[src/rtl/mul_share_arbiter.sv]
// Round-robin arbiter sharing one signed multiplier between two requesters.
// Each product is returned through a per-requester result register with ack.
module mul_share_arbiter #(
  parameter int N       = 8,
  parameter int M       = 8,
  parameter int TIMEOUT = 64,
  parameter int TW      = 7
) (
  input  logic           clk,
  input  logic           rst,
  input  logic           req0_valid,
  input  logic [N-1:0]   req0_a,
  input  logic [M-1:0]   req0_b,
  output logic           req0_ready,
  input  logic           req1_valid,
  input  logic [N-1:0]   req1_a,
  input  logic [M-1:0]   req1_b,
  output logic           req1_ready,
  output logic           res0_valid,
  output logic [N+M-1:0] res0_y,
  input  logic           res0_ack,
  output logic           res1_valid,
  output logic [N+M-1:0] res1_y,
  input  logic           res1_ack,
  output logic           mul_start,
  output logic [N-1:0]   mul_a,
  output logic [M-1:0]   mul_b,
  input  logic [N+M-1:0] mul_y,
  input  logic           mul_done,
  input  logic           mul_aval,
  output logic           busy,
  output logic           err_to,
  output logic           err_id
);

  typedef enum logic [1:0] {IDLE, ISSUE, RELEASE} state_t;

  state_t        state;
  logic          rr;
  logic          owner;
  logic [TW-1:0] timer;
  logic          elig0, elig1, grant1;

  assign elig0  = req0_valid & ~res0_valid;
  assign elig1  = req1_valid & ~res1_valid;
  // rr=1 favours requester 1; a lone eligible requester always wins.
  assign grant1 = elig1 & (~elig0 | rr);

  always_ff @(posedge clk) begin
    if (rst) begin
      state      <= IDLE;
      rr         <= 1'b0;
      owner      <= 1'b0;
      timer      <= '0;
      req0_ready <= 1'b0;
      req1_ready <= 1'b0;
      res0_valid <= 1'b0;
      res1_valid <= 1'b0;
      res0_y     <= '0;
      res1_y     <= '0;
      mul_start  <= 1'b0;
      mul_a      <= '0;
      mul_b      <= '0;
      busy       <= 1'b0;
      err_to     <= 1'b0;
      err_id     <= 1'b0;
    end else begin
      req0_ready <= 1'b0;
      req1_ready <= 1'b0;
      err_to     <= 1'b0;
      if (res0_ack) res0_valid <= 1'b0;
      if (res1_ack) res1_valid <= 1'b0;

      case (state)
        IDLE: begin
          if (mul_aval && (elig0 || elig1)) begin
            owner <= grant1;
            rr    <= ~grant1;
            timer <= '0;
            busy  <= 1'b1;
            state <= ISSUE;
            if (grant1) begin
              req1_ready <= 1'b1;
              mul_a      <= req1_a;
              mul_b      <= req1_b;
            end else begin
              req0_ready <= 1'b1;
              mul_a      <= req0_a;
              mul_b      <= req0_b;
            end
          end
        end

        // First ISSUE cycle only raises start, so start trails ready by one cycle.
        ISSUE: begin
          if (!mul_start) begin
            mul_start <= 1'b1;
          end else if (mul_done) begin
            if (owner) begin
              res1_y     <= mul_y;
              res1_valid <= 1'b1;
            end else begin
              res0_y     <= mul_y;
              res0_valid <= 1'b1;
            end
            mul_start <= 1'b0;
            state     <= RELEASE;
          end else if (timer == TW'(TIMEOUT - 1)) begin
            err_to    <= 1'b1;
            err_id    <= owner;
            mul_start <= 1'b0;
            state     <= RELEASE;
          end else begin
            timer <= timer + 1'b1;
          end
        end

        RELEASE: begin
          if (!mul_done && mul_aval) begin
            busy  <= 1'b0;
            state <= IDLE;
          end
        end

        default: state <= IDLE;
      endcase
    end
  end

endmodule

[config.mk]
export PLATFORM = sky130hd
export DESIGN_NAME = mul_share_arbiter
export DESIGN_NICKNAME = d
export VERILOG_FILES = /design/src/rtl/mul_share_arbiter.sv
export SDC_FILE = /design/constraint.sdc
export NUM_CORES = 1
export LEC_CHECK = 0
export CORE_MARGIN = 10
export CORE_UTILIZATION = 38
export DETAILED_ROUTE_END_ITERATION = 7
export MAX_ROUTING_LAYER = met4
export PLACE_DENSITY = 0.76
export SETUP_SLACK_MARGIN = 0.05
export SYNTH_ARGS = -nofsm -noshare
export SYNTH_HDL_FRONTEND = slang
export SYNTH_SLANG_ARGS = --single-unit
[constraint.sdc]
create_clock -name clk -period 1.6 [get_ports clk]
set_clock_uncertainty 0.05 [all_clocks]
set_input_delay 0.16 -clock clk [delete_from_list [all_inputs] [get_ports clk]]
set_output_delay 0.16 -clock clk [all_outputs]
set_load 0.05 [all_outputs]
==> flow_summary_export.csv <==
group,metric,value,unit
run_status,status,"complete, no violations",
placement,port_buffers,111,
setup_path,crit_path_max_fanout,4,
pwr,power,4133,µW
sta,max_freq,685.6,MHz
sta,slew_viol_final,0,
layout,antenna_cells,0,
synthesis,ys_seq_elements,67,
grt,grt_pass1_wl,12010,µm
routing,routed_wl,7729,µm
layout,stdcell_count,504,
grt,grt_max_degree,25,
layout,layout_commonest_cell,"buf_4",
worst_hold_path,min_path_cells,3,
setup_path,cp-start-kind,"register",
layout,regArea,0.001353,mm²
grt,track_usage,14.78,%
job,maxCapViolCount,0,
synthesis,yosys_warnings,0,
setup_path,endpoint_kind,"register",
setup_path,worstPathRequired,1.79,ns
floorplan,die_height,102.6,µm
cts,path_clk_slew,0.08,ns
pwr,ir_drop,0.0005207,V
cts,clockRootBuffer,"clkbuf_8",
routing,routedWlPerCell,15.34,µm
routing,vias,2465,
grt,grt_pass1_vias,2500,
sta,post-route-period-util,91.16,%
floorplan,die_w,102.6,µm
floorplan,ios,112,
sta,rsz0062_at_grt,"false",
cts,worstSkewPairLatency,0.34,ns
layout,fill_cells,600,
layout,multiInputGateArea,0.001195,mm²
layout,mostFrequentLayoutCells,"buf_4, nand2_1, dfxtp_1, a21oi_1, clkdlybuf4s50_1",
cts,htreeDepth,3,
cts,post_cts_buffers,0,
pwr,leakage,0.001627,µW
placement,placed_area,0.003795,mm²
placement,place_ws,-0.1153,ns
routing,drt-vias-per-instance,4.891,
sta,worstMarginPinSlew,0.3126,ns
sta,tns,0,ns
synthesis,yosys-top-cells-area,"dfxtp_1, a21oi_1, nand2_1, mux2i_1, o21ai_0",
synthesis,synth_edf_count,0,
synthesis,synth_fp_nets,353,
setup_path,criticalPathCategory,"register to register",
floorplan,row_count,30,
sta,setup_viol,0,
layout,syn_to_final_growth,57.09,%
routing,dr.pass1.iters,4,
synthesis,synth.avg_cell_area,8.758,µm²
placement,gp_congestion,0.8323,
sta,hold_viol_final,0,
cts,cts_tree,"done",
synthesis,synth_top_area_share,51.74,%
synthesis,synth_top_area_cell,"dfxtp_1",
floorplan,core,0.006719,mm²
cts,cts_made_buffers,9,
layout,final_cell_area,0.004073,mm²
setup_path,reg2reg_depth,6,
sta,finalWorstSetupSlack,0.1415,ns
routing,drc_errors,0,
layout,num-nets-final,476,
floorplan,start_util,38.58,%
synthesis,postSynthCellCount,296,
worst_hold_path,hp-class,"primary input to register",
placement,placed_cells,488,
routing,ant_nets,0,
pwr,powerDensity,1015,mW/mm²
layout,final_layout_size_suffix_gt1_share,25.00,%
synthesis,synth_flop_cell,"dfxtp_1",
placement,hpwlAfterDp,5790,µm
grt,antenna_found_initial,0,
cts,cts_buffer_depth,2,
synthesis,syn-cell-area,0.002592,mm²
synthesis,synth_seq_area_share,51.74,%
floorplan,fp.dieArea,0.01053,mm²
sta,max_slew_margin,79.10,%
sta,finalCriticalPeriod,1.459,ns
setup_path,crit_arrival,1.65,ns
grt,grt-ovfl-total,0,
synthesis,ys_async_sr_fraction,0,%
cts,clock_sinks,67,
synthesis,yosysUniqueCellTypes,39,
routing,drt_iter0_markers,118,
-- repair_timing --
item	in CTS	in global routing
endpoints found under the setup margin	1	25
pin swaps	0	2
resized for setup	1	7
gates cloned	0	0
hold buffers	0	0
-- area by class of cell --
cell class	count	area share, %
clock buffers	9	3.041
well taps	80	2.458
repair buffers	132	28.82
multi-input cells	208	29.34
inverters	1	0.09217
clock inverters	7	3.041
flip-flops and latches	67	33.21
-- worst paths after layout --
path / from / endpoint / slack (ns)
setup reg to reg: timer[1] / state[0] / 0.14
hold reg to reg: res1_y[9] / res1_y[9] / 0.41
setup / recovery: timer[1] / state[0] / 0.14
hold / removal: mul_y[13] / res0_y[13] / 0.34
-- state kept, by name (all words and copies together) (netlist names) --
signal	flops
mul_b	8
err_id	1
err_to	1
res0_y	16
req0_ready	1
state	2
req1_ready	1
res1_valid	1
owner	1
res0_valid	1
mul_start	1
mul_a	8
busy	1
timer	7
res1_y	16
rr	1
-- Yosys cell counts (all sizes together), types with 2 or more instances --
cell type,count
a21oi,56
and3,2
buf,7
clkbuf,13
dfxtp,67
mux2i,17
nand2,70
nand2b,7
nand3,3
nand3b,3
nor2,4
o211a,2
o21a,2
o21ai,19
xor2,3
-- stage by stage --
| stage | util, % | hold WS [ns] |
|---|---|---|
| floorplan | - | 0.2460 |
| global placement | 56.48 | 0.3926 |
| detailed placement | 56.48 | 0.3974 |
| CTS | 60.24 | 0.3198 |
| global route | 60.61 | 0.3359 |
| finish | 60.61 | 0.3355 |
-- cells by family after synthesis --
logic type	Yosys count	share of synthesized area, %
flops	67	51.74
mux	17	6.564
simple gates	100	17.62
compound gates	87	18.77
xor+xnor	3	1.014
fa+ha+maj	1	0.4825
buf+inv	21	3.813
-- per-layer routing --
metal / global-route usage [%] / share of wire (%) / up-vias / wire (µm)
met1: 16.95 / 44 / 1132 / 3378
met4: 7.809 / 2.4 / 0 / 186
li1: - / - / 1260 / -
met3: 3.150 / 4.6 / 12 / 359
met2: 23.75 / 49 / 61 / 3805
met5: - / 0 / - / 0
-- worst max-delay path: stages, from the launching register on --
cell      delay, ns
dfxtp_2        0.35
ha_1           0.21
nand3_4        0.12
buf_4          0.16
o21bai_1       0.16
a21boi_0       0.12
o21a_1         0.18
-- power breakdown --
group | total (µW) | internal (µW) | switching [µW]
combinational | 657 | 291 | 366
clock | 1720 | 1050 | 673
sequential | 1760 | 1720 | 31.6
total | 4130 | 3060 | 1070
Power figures use the tool's default switching activity.
